$ cat src/rtl/feature_buffer_reader.sv
// feature_buffer_reader: read-side client of the ping/pong feature buffer.
// Walks a 2-D region (row_len words x num_rows rows, row_stride apart),
// issues single-lane reads under credit control, collects the returned words
// in a local FIFO and streams them out in order on a valid/ready interface.
// Optional: define FEATURE_BUFFER_READER_STALL_CNT_EN to add the stall_cycles
// output (issue-credit stalls plus downstream back-pressure cycles).
module feature_buffer_reader #(
  parameter int ADDR_W     = 16,
  parameter int WIDTH      = 128,
  parameter int LEN_W      = 16,
  parameter int BUF_LAT    = 5,
  parameter int FIFO_DEPTH = 8
) (
  input  logic              clk,
  input  logic              rst,
  input  logic              start,
  input  logic [ADDR_W-1:0] base_addr,
  input  logic [LEN_W-1:0]  row_len,
  input  logic [LEN_W-1:0]  num_rows,
  input  logic [ADDR_W-1:0] row_stride,
  input  logic              bank_sel,
  output logic              busy,
  output logic              done,
  output logic              err_ovf,
  output logic              buf_rd_en,
  output logic [ADDR_W-1:0] buf_rd_addr,
  output logic              buf_bank_rd_sel,
  input  logic [WIDTH-1:0]  buf_rd_data,
  input  logic              buf_rd_valid,
  output logic              m_valid,
  input  logic              m_ready,
  output logic [WIDTH-1:0]  m_data,
`ifdef FEATURE_BUFFER_READER_STALL_CNT_EN
  output logic [31:0]       stall_cycles,
`endif
  output logic              m_last
);

  localparam int PTR_W  = $clog2(FIFO_DEPTH);
  localparam int CNT_W  = PTR_W + 1;
  localparam int TOT_W  = 2 * LEN_W;
  localparam int DROP_W = $clog2(BUF_LAT + 1);

  typedef enum logic [1:0] {S_IDLE, S_ISSUE, S_DRAIN, S_DONE} state_t;

  state_t             r_state, w_next;
  logic [ADDR_W-1:0]  r_row_base, r_stride;
  logic [LEN_W-1:0]   r_col, r_row_len;
  logic               r_bank, r_zero;
  logic [TOT_W-1:0]   r_total, r_issued, r_out_cnt;
  logic [CNT_W-1:0]   r_inflight, r_fifo_cnt;
  logic [PTR_W-1:0]   r_wr_ptr, r_rd_ptr;
  logic [WIDTH-1:0]   r_mem [FIFO_DEPTH];
  logic               r_err_ovf;
  logic [DROP_W-1:0]  r_drop;

  logic [TOT_W-1:0]   w_total_in;
  logic [CNT_W:0]     w_occupied;
  logic               w_credit_ok, w_rd_en, w_issue_last, w_col_last;
  logic               w_ret, w_ret_dec, w_full, w_m_valid, w_pop, w_push;
  logic               w_out_last, w_launch;

  assign w_total_in   = {{LEN_W{1'b0}}, row_len} * {{LEN_W{1'b0}}, num_rows};
  assign w_launch     = (r_state == S_IDLE) && start;
  // Credit = FIFO_DEPTH - fifo_count - inflight; a slot is reserved per read.
  assign w_occupied   = {1'b0, r_fifo_cnt} + {1'b0, r_inflight};
  assign w_credit_ok  = w_occupied < (CNT_W + 1)'(FIFO_DEPTH);
  // Gated by rst so no read escapes during the reset cycle itself.
  assign w_rd_en      = (r_state == S_ISSUE) && w_credit_ok && !rst;
  assign w_issue_last = (r_issued == r_total - TOT_W'(1));
  assign w_col_last   = (r_col == r_row_len - LEN_W'(1));
  // Returns inside the post-reset drop window belong to an abandoned job.
  assign w_ret        = buf_rd_valid && (r_drop == '0);
  assign w_ret_dec    = w_ret && (r_inflight != '0);
  assign w_full       = (r_fifo_cnt == CNT_W'(FIFO_DEPTH));
  assign w_m_valid    = (r_fifo_cnt != '0);
  assign w_pop        = w_m_valid && m_ready;
  assign w_push       = w_ret && (!w_full || w_pop);
  assign w_out_last   = (r_out_cnt == r_total - TOT_W'(1));

  assign buf_rd_en       = w_rd_en;
  assign buf_rd_addr     = r_row_base + ADDR_W'(r_col);
  assign buf_bank_rd_sel = r_bank;
  assign m_valid         = w_m_valid;
  assign m_data          = r_mem[r_rd_ptr];
  assign m_last          = w_m_valid && w_out_last;
  assign err_ovf         = r_err_ovf;

  // FSM state register.
  // NOTE: sequential state is always assigned with <= so every flop samples
  // pre-edge values regardless of statement order.
  always_ff @(posedge clk) begin
    if (rst) r_state <= S_IDLE;
    else     r_state <= w_next;
  end

  // FSM next-state and status outputs.
  // NOTE: every signal gets a default first so no path leaves it unassigned,
  // which would otherwise infer a latch.
  always_comb begin
    w_next = r_state;
    busy   = 1'b0;
    done   = 1'b0;
    case (r_state)
      S_IDLE:  if (start) w_next = (w_total_in == '0) ? S_DONE : S_ISSUE;
      S_ISSUE: begin
        busy = 1'b1;
        if (w_rd_en && w_issue_last) w_next = S_DRAIN;
      end
      S_DRAIN: begin
        busy = 1'b1;
        if (w_pop && w_out_last && (r_inflight == '0)) w_next = S_DONE;
      end
      S_DONE: begin
        busy   = r_zero;
        done   = 1'b1;
        w_next = S_IDLE;
      end
      default: w_next = S_IDLE;
    endcase
  end

  // Job context: latched on launch, then address walk and word counters.
  always_ff @(posedge clk) begin
    if (rst) begin
      r_row_base <= '0;
      r_stride   <= '0;
      r_col      <= '0;
      r_row_len  <= '0;
      r_bank     <= 1'b0;
      r_zero     <= 1'b0;
      r_total    <= '0;
      r_issued   <= '0;
      r_out_cnt  <= '0;
    end else if (w_launch) begin
      r_row_base <= base_addr;
      r_stride   <= row_stride;
      r_col      <= '0;
      r_row_len  <= row_len;
      r_bank     <= bank_sel;
      r_zero     <= (w_total_in == '0);
      r_total    <= w_total_in;
      r_issued   <= '0;
      r_out_cnt  <= '0;
    end else begin
      if (w_rd_en) begin
        r_issued <= r_issued + TOT_W'(1);
        if (w_col_last) begin
          r_col      <= '0;
          r_row_base <= r_row_base + r_stride;
        end else begin
          r_col <= r_col + LEN_W'(1);
        end
      end
      if (w_pop) r_out_cnt <= r_out_cnt + TOT_W'(1);
    end
  end

  // Outstanding-read tracker; simultaneous issue and return cancel out.
  always_ff @(posedge clk) begin
    if (rst) r_inflight <= '0;
    else begin
      case ({w_rd_en, w_ret_dec})
        2'b10:   r_inflight <= r_inflight + CNT_W'(1);
        2'b01:   r_inflight <= r_inflight - CNT_W'(1);
        default: r_inflight <= r_inflight;
      endcase
    end
  end

  // Return FIFO pointers and occupancy.
  always_ff @(posedge clk) begin
    if (rst) begin
      r_wr_ptr   <= '0;
      r_rd_ptr   <= '0;
      r_fifo_cnt <= '0;
    end else begin
      if (w_push) r_wr_ptr <= r_wr_ptr + PTR_W'(1);
      if (w_pop)  r_rd_ptr <= r_rd_ptr + PTR_W'(1);
      case ({w_push, w_pop})
        2'b10:   r_fifo_cnt <= r_fifo_cnt + CNT_W'(1);
        2'b01:   r_fifo_cnt <= r_fifo_cnt - CNT_W'(1);
        default: r_fifo_cnt <= r_fifo_cnt;
      endcase
    end
  end

  // Return FIFO storage.
  // NOTE: the data array has no reset; occupancy is tracked by the reset
  // pointers, so stale contents are never presented.
  always_ff @(posedge clk) begin
    if (w_push) r_mem[r_wr_ptr] <= buf_rd_data;
  end

  // Sticky overflow: a return arrived with the FIFO full and no pop.
  always_ff @(posedge clk) begin
    if (rst)                                    r_err_ovf <= 1'b0;
    else if (w_ret && w_full && !w_pop)         r_err_ovf <= 1'b1;
  end

  // Post-reset drop window covering reads already in the buffer pipeline.
  always_ff @(posedge clk) begin
    if (rst)                 r_drop <= DROP_W'(BUF_LAT);
    else if (r_drop != '0)   r_drop <= r_drop - DROP_W'(1);
  end

`ifdef FEATURE_BUFFER_READER_STALL_CNT_EN
  logic [31:0] r_stall;
  logic [1:0]  w_stall_inc;
  logic [32:0] w_stall_sum;

  assign w_stall_inc = {1'b0, (r_state == S_ISSUE) && !w_credit_ok}
                     + {1'b0, w_m_valid && !m_ready};
  assign w_stall_sum = {1'b0, r_stall} + 33'(w_stall_inc);
  assign stall_cycles = r_stall;

  // Saturating stall counter, cleared on each accepted launch.
  always_ff @(posedge clk) begin
    if (rst || w_launch) r_stall <= '0;
    else                 r_stall <= w_stall_sum[32] ? '1 : w_stall_sum[31:0];
  end
`endif

endmodule

$ cat config.mk
export PLATFORM = sky130hd
export DESIGN_NAME = feature_buffer_reader
export DESIGN_NICKNAME = d
export VERILOG_FILES = /design/src/rtl/feature_buffer_reader.sv
export SDC_FILE = /design/constraint.sdc
export NUM_CORES = 2
export LEC_CHECK = 0
export BUFFER_PORTS_ARGS = -buffer_cell sky130_fd_sc_hd__buf_2
export CAP_MARGIN = 5
export CORE_MARGIN = 5
export CORE_UTILIZATION = 35
export DETAILED_ROUTE_END_ITERATION = 6
export SLEW_MARGIN = 0
export SYNTH_ARGS = -nofsm -noshare
export SYNTH_HDL_FRONTEND = slang
export SYNTH_SLANG_ARGS = --single-unit
$ cat constraint.sdc
create_clock -name clk -period 14.7 [get_ports clk]
set_clock_uncertainty 0.2 [all_clocks]
set_input_delay 1.47 -clock clk [delete_from_list [all_inputs] [get_ports clk]]
set_output_delay 1.47 -clock clk [all_outputs]
set_load 0.005 [all_outputs]
==> flow_summary.toml <==
[synthesis]
synthFlopType = "edfxtp_1"
yosysSeqAreaShare = 0.587
synthArstFlopShare = 0
syn-cell-area_mm2 = 0.0587
yosys.area.top_type = "edfxtp_1"
ys_ff_latch = 1209
synthMuxAreaShare = 0.126
synth_area_per_cell_um2 = 14.8
synth_top_family_by_area = "multiplexers"
syn_inst = 3965
synth_edf_count = 1024
synth_top_area_share = 0.524
syn-num-nets = 4517
yosys.area_share.simple = 0.0826
yosysWarnings = 0
synthAdderAreaFrac = 0.101
synth-compound-area-share = 0.0404
synth-xor-area-share = 0.0331
synthTopCellsByArea = "edfxtp_1 (52%), mux4_2 (9.8%), fa_1 (6.8%)"
synthDistinctLibCells = 91

[setup_path]
r2r_start = "r_drop[0]"
crit_path_frequent_cell = "fa_1"
crit_arrival_ns = 8.98
rrSetupSlack_ns = 9.82
rr_worst_depth = 10
path_max_fanout = 17
worstSetupStartpointType = "primary input"
endpoint_kind = "register"
slowest_delay_ns = 0.66
crit_type = "in -> reg"
cp_cell_sequence = "buf_2 -> nand2_1 -> fa_1 -> fa_1 -> fa_1 -> inv_1 -> fa_1 -> fa_1 -> inv_1 -> fa_1 -> inv_1 -> ha_1 -> a21oi_1 -> o21ai_0 -> a2111oi_0 -> nor3_1 -> or3_1 -> a2111oi_0 -> nand4_1 -> or4b_1 -> or4_1 -> a21oi_1"
slowest_stage = "a2111oi_0"
crit_required_ns = 15.19
r2r_end = "r_mem[5][78]"

[routing]
wl_per_cell_um = 22.1
routed_via_density = 5.12
drc = 0
totalWireLength_mm = 146
drtIter0Drc = 2047
drt_pass1_iterations = 6
ant_nets = 0
vias = 34000

[power_and_ir_drop]
p_leak_nw = 23.7
intPower_w = 0.00775
vdd_drop_max_mv = 0.225
power_frac_comb = 0.418
clock_power_share = 0.260
p_switching_w = 0.00449
p_per_area_mw_per_mm2 = 182
switching_share = 0.367
seq_power_share = 0.322

[clock_tree]
cts_setup_buffers = 0
cts_root_buf = "clkbuf_16"
cts_buffer_depth = 3
cts-hold-fix-buffers = 0
cts_resized = 0
worstSkewPairLatency_ns = 0.76
cts.clk_slew.worst_paths_ns = 0.06
cts_tree = "built"
cts_sinks = 1209
cts_max_level = 4
cts_inserted_buffers = 134

[global_routing]
track_usage = 0.166
antenna_found_initial = 47
grt_start_max_net_pins = 129
grt_pass1_vias = 35100
grt_pass1_wl_mm = 221
overflow = 0

[layout]
final_cell_area_mm2 = 0.0671
fillCellCount = 15400
final_common_cell = "edfxtp_1"
syn2layout_area_growth_pct = 14.3
final_nets = 4864
drive_above_1_share = 0.231
final_cell_mix = "edfxtp_1 (1,024), buf_2 (347), nand2_1 (325)"

[placed_design]
placed_area_mm2 = 0.0629
dpl.hpwl_mm = 94.7
gp_congestion = 0.878
dp_slack_ns = 5.58
io_buffers = 348

[timing]
max_freq_mhz = 118
tightest_slew_ns = 1.09
fin_crit_sh = 0.578
min_period_ns = 8.49
finalMaxSlewViolations = 0
rsz0062_at_grt = "false"
hold_viol = 0
fin_ws_ns = 6.21
setup_viol_count_final = 0
fin_tns_setup_ns = 0
relSlewSlack = 0.275

[die]
die_width_um = 419
initial_core_util = 0.351
dieArea_mm2 = 0.176
num_io_pins = 349
rows = 150
core_area_mm2 = 0.167
die_h_um = 419

[min_path]
hold_depth = 2
min_from = "buf_bank_rd_sel"
worstHoldPathType = "reg -> reg"
whs_endpoint = "buf_bank_rd_sel"

[outcome]
status = "finished clean"

[flow_run]
maxCapViolCount = 0
## worst max path at each step
stage | start | depth (start not counted) | endpoint | slack [ns]
2_1_floorplan | m_ready | 5 | r_mem[1][0] | 3.08
3_3_place_gp | row_len[11] | 22 | r_zero | 5.71
3_5_place_dp | row_len[11] | 22 | r_zero | 5.58
4_1_cts | row_len[11] | 22 | r_zero | 6.40
5_1_grt | row_len[11] | 22 | r_zero | 5.83
6_report | row_len[11] | 22 | r_zero | 6.21
## per-layer routing
layer  track usage  vias up  routed length, um
li1              -    15400                  -
met1         0.202    17400              58200
met2         0.296      879              75800
met3        0.0396      261               8860
met4        0.0438       28               3310
met5             0        -                174
## synthesized netlist by cell type (36+ instances only)
library cell  number
and3_1            36
a21oi_1          133
nand2_1          327
xor2_1           103
ha_1             156
mux4_2           256
inv_1            276
fa_1             198
and2_1           126
xnor2_1          103
nand3_1           51
dfxtp_1          185
nor3_1            38
mux2_2           130
o21ai_0           69
clkbuf_1         131
edfxtp_1        1024
nor2_1           203
## area by class of cell
class                      instances  area (um2)  area share
antenna                           14        35.0    0.000522
clock buffer                     169        3540      0.0527
clock inverter                    73         657     0.00979
inverter                         276        1040      0.0154
multi-input combinational       2305       22600       0.336
sequential                      1209       34500       0.514
tap                             2204        2760      0.0411
timing repair buffer             386        2050      0.0306
## cells by family after synthesis
family,after synthesis
flops,1209
mux,404
compound gates,372
fa+ha+maj,354
buf+inv,451
simple gates,963
xor+xnor,212
## power by group through the flow
stage               combinational, W  sequential [W]  clock [W]
floorplan                    0.00374         0.00392          0
finish                       0.00511         0.00394    0.00319
detailed placement           0.00508         0.00401          0
CTS                          0.00511         0.00394    0.00328
global placement             0.00506         0.00401          0
global route                 0.00566         0.00395    0.00343
## registers in the layout, indices dropped and copies added, names as in the netlist, named ones only
signal	cells
r_row_len	16
r_total	32
r_out_cnt	32
r_mem	1024
r_state	2
r_wr_ptr	3
r_drop	3
r_fifo_cnt	4
r_col	16
r_zero	1
r_issued	32
buf_bank_rd_sel	1
r_stride	16
r_row_base	16
r_rd_ptr	3
err_ovf	1
r_inflight	4
## worst max-delay path: cells and delay by family
family | cells | cell delay (ns)
simple gates | 6 | 1.94
buf+inv | 4 | 0.53
compound gates | 5 | 1.68
fa+ha+maj | 7 | 3.36
## per-stage QoR
stage	instances	hold slack, ns	power [W]	utilization
2_1_floorplan	3965	0.232	0.00765	-
3_3_place_gp	6380	0.247	0.00907	0.376
3_5_place_dp	6380	0.257	0.00909	0.376
4_1_cts	6622	0.265	0.0123	0.402
5_1_grt	6625	0.286	0.0130	0.402
6_report	6636	0.260	0.0122	0.402
Note: power is estimated with default switching activity, not from simulation.
